==> src/rtl/aes128_ctr_sequencer.sv <==
// CTR-mode sequencer around a shared AES-128 encrypt core: one block at a time,
// START pulses the core reset, WAIT collects the keystream, MIX/OUT stream data.
module aes128_ctr_sequencer #(
    parameter int CTR_WIDTH = 32,
    parameter int TIMEOUT   = 255
) (
    input  logic         clk,
    input  logic         reset,
    input  logic         cfg_valid,
    output logic         cfg_ready,
    input  logic [127:0] cfg_key,
    input  logic [127:0] cfg_iv,
    input  logic [15:0]  cfg_nblocks,
    input  logic         din_valid,
    output logic         din_ready,
    input  logic [127:0] din_data,
    output logic         dout_valid,
    input  logic         dout_ready,
    output logic [127:0] dout_data,
    output logic         busy,
    output logic         done,
    output logic         err,
    output logic         core_reset_n,
    output logic [127:0] core_in,
    output logic [127:0] core_key,
    input  logic [127:0] core_out,
    input  logic         core_ready
);

    localparam int WCNT_W = (TIMEOUT > 1) ? $clog2(TIMEOUT) : 1;
    localparam logic [WCNT_W-1:0] WAIT_LAST = WCNT_W'(TIMEOUT - 1);
    localparam logic [127:0] CTR_MASK =
        (CTR_WIDTH >= 128) ? {128{1'b1}} : ((128'd1 << CTR_WIDTH) - 128'd1);

    typedef enum logic [2:0] {
        S_IDLE, S_START, S_WAIT, S_MIX, S_OUT, S_FIN
    } state_t;

    state_t              r_state;
    logic [127:0]        r_key;
    logic [127:0]        r_ctr;
    logic [127:0]        r_ks;
    logic [127:0]        r_dout_data;
    logic [15:0]         r_remaining;
    logic [WCNT_W-1:0]   r_wait_cnt;
    logic                r_err;

    logic [127:0]        w_ctr_next;
    logic                w_last_block;

    // Only the low CTR_WIDTH bits count; a wrap never carries into the nonce part.
    assign w_ctr_next   = (r_ctr & ~CTR_MASK) | ((r_ctr + 128'd1) & CTR_MASK);
    assign w_last_block = (r_remaining == 16'd1);

    always_ff @(posedge clk or posedge reset) begin
        if (reset) begin
            r_state     <= S_IDLE;
            r_key       <= '0;
            r_ctr       <= '0;
            r_ks        <= '0;
            r_dout_data <= '0;
            r_remaining <= '0;
            r_wait_cnt  <= '0;
            r_err       <= 1'b0;
        end else begin
            case (r_state)
                S_IDLE: begin
                    if (cfg_valid) begin
                        r_key       <= cfg_key;
                        r_ctr       <= cfg_iv;
                        r_remaining <= cfg_nblocks;
                        r_err       <= 1'b0;
                        r_state     <= (cfg_nblocks != 16'd0) ? S_START : S_FIN;
                    end
                end
                S_START: begin
                    r_wait_cnt <= '0;
                    r_state    <= S_WAIT;
                end
                S_WAIT: begin
                    if (core_ready) begin
                        r_ks    <= core_out;
                        r_ctr   <= w_ctr_next;
                        r_state <= S_MIX;
                    end else if (r_wait_cnt == WAIT_LAST) begin
                        // Core never answered: abandon the rest of the job.
                        r_err   <= 1'b1;
                        r_state <= S_FIN;
                    end else begin
                        r_wait_cnt <= r_wait_cnt + WCNT_W'(1);
                    end
                end
                S_MIX: begin
                    if (din_valid) begin
                        r_dout_data <= din_data ^ r_ks;
                        r_state     <= S_OUT;
                    end
                end
                S_OUT: begin
                    if (dout_ready) begin
                        r_remaining <= r_remaining - 16'd1;
                        r_state     <= w_last_block ? S_FIN : S_START;
                    end
                end
                S_FIN: begin
                    r_state <= S_IDLE;
                end
                default: begin
                    r_state <= S_IDLE;
                end
            endcase
        end
    end

    assign cfg_ready    = (r_state == S_IDLE);
    assign busy         = (r_state != S_IDLE);
    assign done         = (r_state == S_FIN);
    assign din_ready    = (r_state == S_MIX);
    assign dout_valid   = (r_state == S_OUT);
    assign err          = r_err;
    // Held low by the sequencer reset too, so the core restarts with us.
    assign core_reset_n = ~reset & (r_state != S_START);
    assign core_in      = r_ctr;
    assign core_key     = r_key;
    assign dout_data    = r_dout_data;

endmodule

==> config.mk <==
export PLATFORM = sky130hd
export DESIGN_NAME = aes128_ctr_sequencer
export DESIGN_NICKNAME = d
export VERILOG_FILES = /design/src/rtl/aes128_ctr_sequencer.sv
export SDC_FILE = /design/constraint.sdc
export NUM_CORES = 1
export LEC_CHECK = 0
export CAP_MARGIN = 40
export CORE_AREA = 10 10 348 350
export DETAILED_ROUTE_END_ITERATION = 10
export DIE_AREA = 0 0 358 360
export GPL_ROUTABILITY_DRIVEN = 0
export HOLD_SLACK_MARGIN = 0.15
export SYNTH_ARGS = -nofsm -noshare
export SYNTH_HDL_FRONTEND = slang
export SYNTH_SLANG_ARGS = --single-unit
==> constraint.sdc <==
create_clock -name clk -period 27 [get_ports clk]
set_input_delay 5.4 -clock clk [delete_from_list [all_inputs] [get_ports clk]]
set_output_delay 5.4 -clock clk [all_outputs]
set_load 0.005 [all_outputs]
### Word-level counts from Yosys, hierarchy flattened

Cells that the tools add are included.

| cells by class | value |
|---|---|
| $add $sub $neg | 3 |
| eq/ne operators | 16 |
| multiplexer cells | 21 |
| bitwise operators | 4 |
| reductions and logical operators | 14 |

Operator list:

| cell | count |
|---|---|
| $mux 128 | 2 |
| $pmux 128 s2 | 1 |
| $or 128x32->128 | 1 |
| $xor 128x128->128 | 1 |
| $add 32x1->32 const B | 1 |
| $mux 16 | 2 |
| $pmux 16 s2 | 1 |
| $mux 3 | 7 |
| $eq 16x1->1 const B | 1 |
| $mux 8 | 2 |
| $pmux 8 s2 | 1 |
| $reduce_bool 16->1 | 1 |
| $sub 16x1->16 const B | 1 |
| $pmux 3 s5 | 1 |
| $ne 2x2->1 const B | 6 |
| $reduce_and 3->1 | 3 |
| $add 8x1->8 const B | 1 |
| $eq 8x8->1 const B | 1 |
| $reduce_and 4->1 | 2 |
| $eq 3x2->1 const B | 2 |
| $eq 3x3->1 const B | 2 |
| $reduce_and 2->1 | 3 |
| $reduce_bool 2->1 | 3 |
| $eq 3x1->1 const B | 1 |
| 9 further kinds | 11 |

| storage, ports and cells | value |
|---|---|
| flip-flop bits (word level) | 540 |
| input bits | 534 |

### Logic depth before layout (Yosys ltp)

Gate-level depths: netlist of run 1.

| logic depth | value |
|---|---|
| depth in word-level cells | 4 |
| depth in mapped cells | 10 |
| gate-level depth less buffers | 7 |

### Worst setup path after synthesis of run 1

OpenSTA, ideal clock, no wires.

| timing path | value |
|---|---|
| path type | in2out |
| from | input reset |
| to | output core_reset_n |
| arrival | 5506 ps |
| slack | 16094 ps |
| cell stages on the path | 1 |
| buffers on the path | 0 |
| cells stage by stage | nor2_1 |

| on the way | value |
|---|---|
| word-level cells in the longest chain between the ends | 2 |

Ends and longest elaborated chain:

| element | RTL line | RTL |
|---|---|---|
| start, declared | 8 | `input logic reset,` |
| $not 1->1 | 122 | `assign core_reset_n = ~reset & (r_state != S_START);` |
| $and 1x1->1 | 122 |  |
| end, declared | 23 | `output logic core_reset_n,` |

Every way passes these cells.

### Worst setup path in the final report of run 1

Same ends and word-level chain as after synthesis.

==> metrics.txt, run 1 <==
status finished, final reports clean; Critical Path Source reset; post-route clock period utilization roughly 44%; worst r2r path cells 6; Post-Route Setup TNS 0 ns; r2r setup slk between 20 and 25 ns; I/O Pins 925; total number of H-tree levels 3; Setup Skew about 0.016 ns; crit end category output port; Setup Fix Bufs, Post-CTS 0; Core ar. about 110000 sq um; highest clock rate 0.0836 GHz; crit path DAT approximately 6.6 ns; port bufs 924; Hold Path Depth 2; First-pass DRT Iterations 5; CTS Root Cell clkbuf_16; DRT Wirelength approximately 110000 microns; TritonCTS clock tree built; Crit-path slowest cell clkdlybuf4s50_1; Initial Util 19.8%; flops & latches, synth between 500 and 600; cts repair resizes 0; Syn Std Cell Area 22500 sq um; asr flop ratio synth 100%; Critical Path Max Stage Delay 0.52 ns; GR Util met2 between 20% and 30%; Seq/Total Area, Yosys roughly 60%; Area Growth Syn to Fin 59.9%; Rel. slew slack a little over a tenth; hold path startpoint core_key[100]; Mapped Cells 2490; share of post-route cells with drive strength above 1 between 4 and 5%; Unique masters post-synth between 60 and 70; Vias roughly 21k; Hold Path End core_key[100]; final hold violations 0; fin. max-slew vios 0; first-pass GRT wire length 153000 microns; vias in the first global route between 20k and 25k; Worst VDD drop 53.6 uV; Max Cap Viol 0; Syn. warnings 0; Die Wd about 360 microns; DRC 0; CP delay by family, top buffers and inverters; CTS buffer count 70; worst-margin pin slew 1.34 ns; Post-synth top flop dfrtp_1; Post-Layout Cell Count 4957; antenna violations before repair 33; Startpoint Class input pin; R2R Path Start r_state[2]; most numerous cell on the critical path clkdlybuf4s50_1; Synth top area share 60.0%; GRT Residual Overflow 0; met1 global-route usage approximately 18%; Setup CP Type input pin to output port; clk slew on worst S/H paths about 0.05 ns; detailed placer's ending HPWL around 85000 microns; post-layout util roughly a third; Leakage ~16 nW; met3 usage 7.48%; worst hold slack 0.468 ns; Syn Nets 3029; crit-path cells clkdlybuf4s50_1 > nor2_1 > clkdlybuf4s50_1; # rows between 100 and 150; worst-skew pair later-pin latency between 0.6 and 0.7 ns; unrepaired setup endpoints after global routing no; Yosys top cell by area dfrtp_1; Die ar. about 130000 sq um; clock sink total 540; P per Cell Area 111 nW/um^2; drt wl/cell between 20 and 25 microns; Hold Crit Class flop to flop; Post-synth EDFFs 0; Avg Cell Area, Syn slightly above 9 sq um; Clock Tree Buf Depth 3; CP required about 22 ns; CP max FO 2; initial DRC count 1415; Setup-failing EPs final 0; Hold-fix buffers, CTS 0; largest net degree at the start of global routing between 150 and 200; largest cells by area after synthesis dfrtp_1 60%, nand2_1 21%, xnor2_1 5.1%, o21ai_0 3.5%, clkbuf_1 1.3%; chip height 360 microns; worst path bufs/invs 2; dpl cells ~4.8k; grt peak-use layer met2; gr usage total between 15 and 20%; Routed Antenna Nets 0; DR vias/cell between 4 and 5; minimum clock period about 12 ns; Layout Nets 3924; RR Endpoint r_ks[94]
-- power by group --
part | switching, mW | total [mW] | internal (mW)
registers | 0.273 | 1.45 | 1.18
logic | 0.766 | 1.56 | 0.792
clock network | 0.382 | 0.999 | 0.617
total | 1.42 | 4.01 | 2.59
-- synthesized netlist by cell type (8+ instances only) --
master and number:
nand2_1 1240, nand3_1 27, o21ai_0 159, clkbuf_1 78
xnor2_1 131, nor2_1 44, buf_2 44, dfrtp_1 540
nor3_1 17, and3_1 13, nand4_1 20, inv_1 9
nor4_1 10, a32oi_1 8, mux2i_1 11, a21oi_1 35
a22oi_1 8
-- per-stage QoR --
step	power (mW)	setup slack, ns	cell area [sq um]
finish	4.01	15.03	36000
global route	4.28	14.98	36000
CTS	4.09	15.02	36000
detailed placement	3.06	15.02	33600
global placement	3.01	15.01	33300
floorplan	2.02	6.51	22500
-- worst register-to-register path: stages, from the launching register on --
cell and delay, ns:
dfrtp_1 0.62, or3b_1 0.81, nor2_4 0.58, buf_4 0.58, buf_4 0.81, nand2_1 0.22, nand2_1 0.09
-- area by class of cell --
class                      count  area (sq um)
timing repair buffer         953          9650
tap                         1512          1890
multi-input combinational   1810          8460
antenna                        9          22.5
inverter                      10          45.0
clock inverter                25           362
fill                       11800         77900
sequential                   540         13500
clock buffer                  98          2090
-- per-layer routing --
metal | up-vias | part of all wire, %
met1 | 9780 | 37
met5 | - | 0.28
met4 | 46 | 2.3
li1 | 9787 | -
met2 | 863 | 49
met3 | 180 | 11
-- cells by family (layout without fill, tap and decap cells) --
kind of cell,Yosys count,count (layout),synth area share [%]
adders and majority gates,5,5,0.278
buffers and inverters,140,1086,2.63
DFF,540,540,60.0
AOI/OAI and AO/OA,257,257,6.53
other,0,9,0
xor gates and xnor gates,134,134,5.21
muxes,11,11,0.489
and+or+nand+nor,1403,1403,24.9
-- sequential cells by signal, indices dropped and copies added, names as in the netlist --
signal / count
r_wait_cnt: 8
r_state: 3
r_ks: 128
err: 1
core_in: 128
dout_data: 128
r_remaining: 16
core_key: 128
-- worst max-delay path by stage --
stage              endpoint  slack [ns]  cells past startpoint
2_1_floorplan    core_in[0]        6.51                      1
3_3_place_gp   core_reset_n       15.01                      3
3_5_place_dp   core_reset_n       15.02                      3
4_1_cts        core_reset_n       15.02                      3
5_1_grt        core_reset_n       14.98                      3
6_report       core_reset_n       15.03                      3
-- layout by cell type (no fill, tap or decap), types with 9 or more instances in the layout --
cell type        netlist  routed
buf_4                  1      18
clkdlybuf4s50_1        0     924
mux2i_1               11      11
dfrtp_1              540     540
nor4_1                10      10
nor2_1                44      44
clkbuf_8               0      21
nand3_1               27      27
nand2_1             1240    1238
clkbuf_16              0      71
nor3_1                17      16
diode_2                0       9
a21oi_1               35      35
clkinv_2               0      10
and3_1                13      13
xnor2_1              131     131
nand4_1               20      20
o21ai_0              159     159
(Power assumes the default switching activity.)
==> run 2, diff against run 1 <==
clock period = 11.75 ns   (was 27 ns; I/O delays follow)
==> run 2 against run 1 <==
Against the previous run: sequential cell count unchanged; global-route usage about the same; hold slack better by 0.0026 ns; sequential power up 130%; largest cell class unchanged; routed wire length down 0.74%; count of clock-buffer cells in the layout unchanged; power up 130%; die area unchanged; design area down 0.24%.
==> metrics.txt, run 2 (synthesized netlist as in run 1, its figures left out) <==
drt wl/cell 21.8 microns (-0.68%); detailed placer's ending HPWL 84100 microns (-0.92%); GRT Residual Overflow 0 (unchanged); Core ar. 114000 sq um (unchanged); Sw Ratio 35.9% (+0.46 points); Crit-path slowest cell clkdlybuf4s50_1; Hold Path Depth 2 (unchanged); RR Endpoint r_ks[85]; post-route clock period utilization 49.3%; CTS buffer count 71 (+1.4%); Hold-fix buffers, CTS 0 (unchanged); Hold Crit Class flop to flop; TritonCTS clock tree built; commonest non-fill, non-tap cell in the layout nand2_1; cts repair resizes 0 (unchanged); r2r setup slk 8.13 ns (-15.11 ns); Max Cap Viol 0 (unchanged); R2R Path Start r_state[1]; Worst VDD drop 142 uV (+170%); initial DRC count 1446 (+2.2%); # rows 124 (unchanged); DRC 0 (unchanged); Die Wd 358 microns (unchanged); CTS Root Cell clkbuf_16; share of post-route cells with drive strength above 1 4.49% (-0.23 points); Setup CP Type input pin to output port; largest net degree at the start of global routing 187 (-0.53%); crit-path cells clkdlybuf4s50_1 > nor2_1 > clkdlybuf4s50_1; Clock power frac 24.9% (about the same); clock sink total 540 (unchanged); crit end category output port; Leakage 16.1 nW (-0.37%); chip height 360 microns (unchanged); P per Cell Area 256 nW/um^2 (+130%); status finished, final reports clean; Critical Path Max Stage Delay 0.52 ns (about the same); crit path DAT 3.45 ns (-3.12 ns); vias in the first global route 20.9k (+1.1%); Post-Route Setup TNS 0 ns (unchanged); Clock Tree Buf Depth 3 (unchanged); hold path startpoint core_key[19]; WL met1 40700 microns (+0.46%); Layout Nets 3918 (-0.15%); worst path bufs/invs 2 (unchanged); Routed Antenna Nets 0 (unchanged); Startpoint Class input pin; worst-margin pin slew 0.933 ns (-0.407 ns); dpl cells 4818 (-0.15%); highest clock rate roughly 0.17 GHz; Die ar. 129000 sq um (unchanged); minimum clock period between 5 and 6 ns; top sig layer met5; total number of H-tree levels 3 (unchanged); Int Power 5.90 mW (+130%); I/O Pins 925 (unchanged); Post-Layout Cell Count 4954 (-0.061%); Setup Fix Bufs, Post-CTS 0 (unchanged); routed wl met3 11100 microns (-9.1%); commonest cells after routing, fill and taps aside 1238 x nand2_1, 924 x clkdlybuf4s50_1, 540 x dfrtp_1; CP delay by family, top buffers and inverters; fill cell count 11.8k (-0.21%); Hold Path End core_key[19]; fin. max-slew vios 0 (unchanged); worst-skew pair later-pin latency 0.64 ns (+0.03 ns); met2 WL post-DR 52100 microns (-2.5%); first-pass GRT wire length 153000 microns (-0.45%); CP max FO 2 (unchanged); Rel. slew slack 37.8% (+27 points); Area Growth Syn to Fin 59.6%; Register Area 13500 sq um (unchanged); clk slew on worst S/H paths 0.04 ns (about the same); Vias 20.4k (-1.1%); DR vias/cell 4.12 (-1.1%); sequential share of power 36.1% (about the same); final hold violations 0 (unchanged); Setup Skew 0.0285 ns (+0.0123 ns); most numerous cell on the critical path clkdlybuf4s50_1; First-pass DRT Iterations 5 (unchanged); antenna violations before repair 38 (+15%); CP required 9.40 ns (-12.20 ns); worst r2r path cells 6 (unchanged); gr usage total 16.2% (-0.045 points); share of power burned in combinational logic 39.0% (about the same); unrepaired setup endpoints after global routing no; Setup-failing EPs final 0 (unchanged); worst hold slack 0.470 ns (+0.00262 ns); NetSw 3.31 mW (+130%); DRT Wirelength 108000 microns (-0.74%); Initial Util 19.8% (unchanged); port bufs 924 (unchanged); Multi-input gate area 8450 sq um (about the same)
-- run 2: layout make-up --
type / count / area share, %
well taps: 1512 / 5.26
clock inverters: 29 / 1.12
multi-input cells: 1810 / 23.5
clock buffers: 98 / 5.73
flip-flops and latches: 540 / 37.6
repair buffers: 946 / 26.6
inverters: 10 / 0.115
diodes: 9 / 0.0627
-- run 2: per-layer routing --
metal / vias to the layer above / global-route usage (%)
met1: 9637 / 18.0
met2: 773 / 27.1
li1: 9771 / -
met3: 195 / 7.04
met5: - / 0
met4: 50 / 5.72
-- run 2: worst max-delay path by stage --
stage	startpoint	to	slack, ns	cells after the start
after floorplan	reset	core_in[0]	2.06	1
after global placement	reset	core_reset_n	5.92	3
after detailed placement	reset	core_reset_n	5.95	3
after CTS	reset	core_reset_n	5.94	3
after global routing	reset	core_reset_n	5.90	3
final	reset	core_reset_n	5.95	3
-- run 2: worst reg2reg max path, cell delays in order, from the launching register on --
cell	delay [ns]
dfrtp_1	0.67
or3b_1	0.70
nor2_4	0.49
buf_4	0.61
buf_4	0.77
nand2_1	0.21
nand2_1	0.09
-- run 2: stage by stage --
| step | area [sq um] | worst slack, ns | util [%] | power (mW) |
|---|---|---|---|---|
| floorplan | 22500 | 2.06 | - | 4.65 |
| global placement | 33400 | 5.92 | 29.3 | 6.96 |
| detailed placement | 33500 | 5.95 | 29.4 | 7.06 |
| CTS | 35900 | 5.94 | 31.5 | 9.42 |
| global route | 35900 | 5.90 | 31.6 | 9.84 |
| finish | 35900 | 5.95 | 31.6 | 9.21 |
-- run 2: power by group through the flow --
stage	sequential (mW)	combinational, mW	clock [mW]
6_report	3.33	3.59	2.29
2_1_floorplan	3.27	1.39	0
3_5_place_dp	3.35	3.70	0
5_1_grt	3.44	3.96	2.44
4_1_cts	3.33	3.72	2.37
3_3_place_gp	3.33	3.64	0
==> run 3, diff against run 2 <==
CORE_AREA = 10 10 354 356   (was 10 10 348 350)
DIE_AREA = 0 0 364 366   (was 0 0 358 360)
clock period = 5.3 ns   (was 11.75 ns; I/O delays follow)
==> run 3 against run 2 <==
Against the previous run: hold slack worse by 0.0026 ns; critical path depth unchanged; clock skew up 0.0090 ns; via count is 1.8% higher; clock power rose by 120%; cell count increased by 0.48%; sequential share of layout area shrank 0.067 points; non-clock buffer count increased by 11; die area increased by 3.4%; critical endpoint is now dout_valid; largest cell class unchanged.
==> metrics.txt, run 3 (synthesized netlist as in run 1, its figures left out) <==
grt peak-use layer met2; unrepaired setup endpoints after global routing no; largest net degree at the start of global routing 172 (-8.0%); crit end category output port; clock sink total 540 (unchanged); cts repair resizes 0 (unchanged); status finished, final reports clean; R2R Path Start r_state[1]; Area Growth Syn to Fin 59.8%; vias in the first global route 21.0k (+0.45%); Initial Util 19.1% (-0.65 points); Vias 20.8k (+1.8%); chip height 366 microns (+1.7%); DR vias/cell 4.18 (+1.3%); minimum clock period around 4 ns; worst path bufs/invs 2 (unchanged); I/O Pins 925 (unchanged); GR Util met2 28.5% (+1.4 points); TritonCTS clock tree built; Core ar. 118000 sq um (+3.4%); Layout Nets 3927 (+0.23%); finished layout cell area 36000 sq um (+0.18%); hold path startpoint core_key[108]; Critical Path Max Stage Delay 0.75 ns (+0.23 ns); first-pass GRT wire length 158000 microns (+3.6%); Max Cap Viol 0 (unchanged); Routed Antenna Nets 0 (unchanged); CTS Root Cell clkbuf_16; Rel. slew slack 27.9% (-9.9 points); Post-Route Setup TNS 0 ns (unchanged); P per Cell Area 568 nW/um^2 (+120%); share of post-route cells with drive strength above 1 4.68% (+0.20 points); dpl cells 4853 (+0.73%); antenna violations before repair 39 (+2.6%); Startpoint Class flop; drt wl/cell 22.5 microns (+3.2%); Critical Path Source r_state[2]; Die ar. 133000 sq um (+3.4%); GRT Residual Overflow 0 (unchanged); Clock Tree Buf Depth 3 (unchanged); detailed placer's ending HPWL 88400 microns (+5.1%); CP required 4.24 ns (-5.16 ns); CTS buffer count 69 (-2.8%); First-pass DRT Iterations 6 (+1); gr usage total 16.2% (+0.029 points); crit path DAT 3.04 ns (-0.41 ns); Die Wd 364 microns (+1.7%); Hold-fix buffers, CTS 0 (unchanged); setup ws final 1.20 ns (-4.75 ns); CP delay by family, top buffers and inverters; crit-path cells nand2_1 > inv_2 > clkdlybuf4s50_1; Setup-failing EPs final 0 (unchanged); DRC 0 (unchanged); final hold violations 0 (unchanged); Overall Power 20.4 mW (+120%); pre-CTS setup slack 1.53 ns (-4.42 ns); commonest cells after routing, fill and taps aside 1238 x nand2_1, 924 x clkdlybuf4s50_1, 540 x dfrtp_1; r2r setup slk 2.37 ns (-5.76 ns); worst-skew pair later-pin latency 0.64 ns (about the same); Post-Layout Cell Count 4978 (+0.48%); highest clock rate 0.244 GHz; met1 global-route usage 17.9% (-0.12 points); port bufs 924 (unchanged); Hold Crit Class flop to flop; Setup Fix Bufs, Post-CTS 0 (unchanged); fin. max-slew vios 0 (unchanged); clk slew on worst S/H paths 0.06 ns (+0.02 ns); CP max FO 25 (+23); worst-margin pin slew 1.08 ns (+0.149 ns); # rows 126 (+1.6%); met3 usage 7.13% (+0.085 points); Leakage 16.2 nW (+0.16%); commonest non-fill, non-tap cell in the layout nand2_1; total number of H-tree levels 3 (unchanged); post-route clock period utilization 77.3%; Setup Skew 0.0374 ns (+0.00896 ns); Worst VDD drop 335 uV (+140%); Setup CP Type flop to output port; Cell Area, Placed 33600 sq um (+0.36%); DRT Wirelength 112000 microns (+3.7%); Crit-path slowest cell dfrtp_1; initial DRC count 1447 (+0.069%)
[run 3: stage by stage]
| stage | util [%] | hold WS (ns) |
|---|---|---|
| final | 30.6 | 0.468 |
| after floorplan | - | 0.467 |
| after CTS | 30.6 | 0.475 |
| after detailed placement | 28.5 | 0.461 |
| after global placement | 28.5 | 0.459 |
| after global routing | 30.6 | 0.488 |
[run 3: routing by layer]
| layer | up-vias | part of all wire [%] |
|---|---|---|
| li1 | 9765 | - |
| met1 | 9941 | 37 |
| met3 | 187 | 10 |
| met4 | 64 | 2.0 |
| met5 | - | 0.38 |
| met2 | 836 | 50 |
[run 3: layout make-up]
type / count / area, sq um
Fill cell: 12200 / 81800
Sequential cell: 540 / 13500
Timing Repair Buffer: 957 / 9650
Multi-Input combinational cell: 1810 / 8450
Clock buffer: 95 / 2010
Tap cell: 1536 / 1920
Clock inverter: 27 / 414
Inverter: 10 / 41.3
Antenna cell: 3 / 7.51
[run 3: worst register-to-register path: stages (launching register included)]
cell and delay (ns):
dfrtp_1 0.68, nor3b_4 0.27, buf_4 0.40, nand2_4 0.50, nor3_1 0.68, mux2i_1 0.15
a21o_1 0.17
[run 3: worst paths after layout]
path | to | cells after the start
min in group asynchronous | core_key[118] | 2
hold / removal | core_key[108] | 2
setup reg to reg | core_in[7] | 6
hold reg to reg | core_key[108] | 2
setup / recovery | dout_valid | 3
max in group asynchronous | core_in[69] | 4
[run 3: report_power, final]
part,internal [mW],switching (mW)
logic,4.00,3.96
registers,6.00,1.45
clock network,3.06,1.97
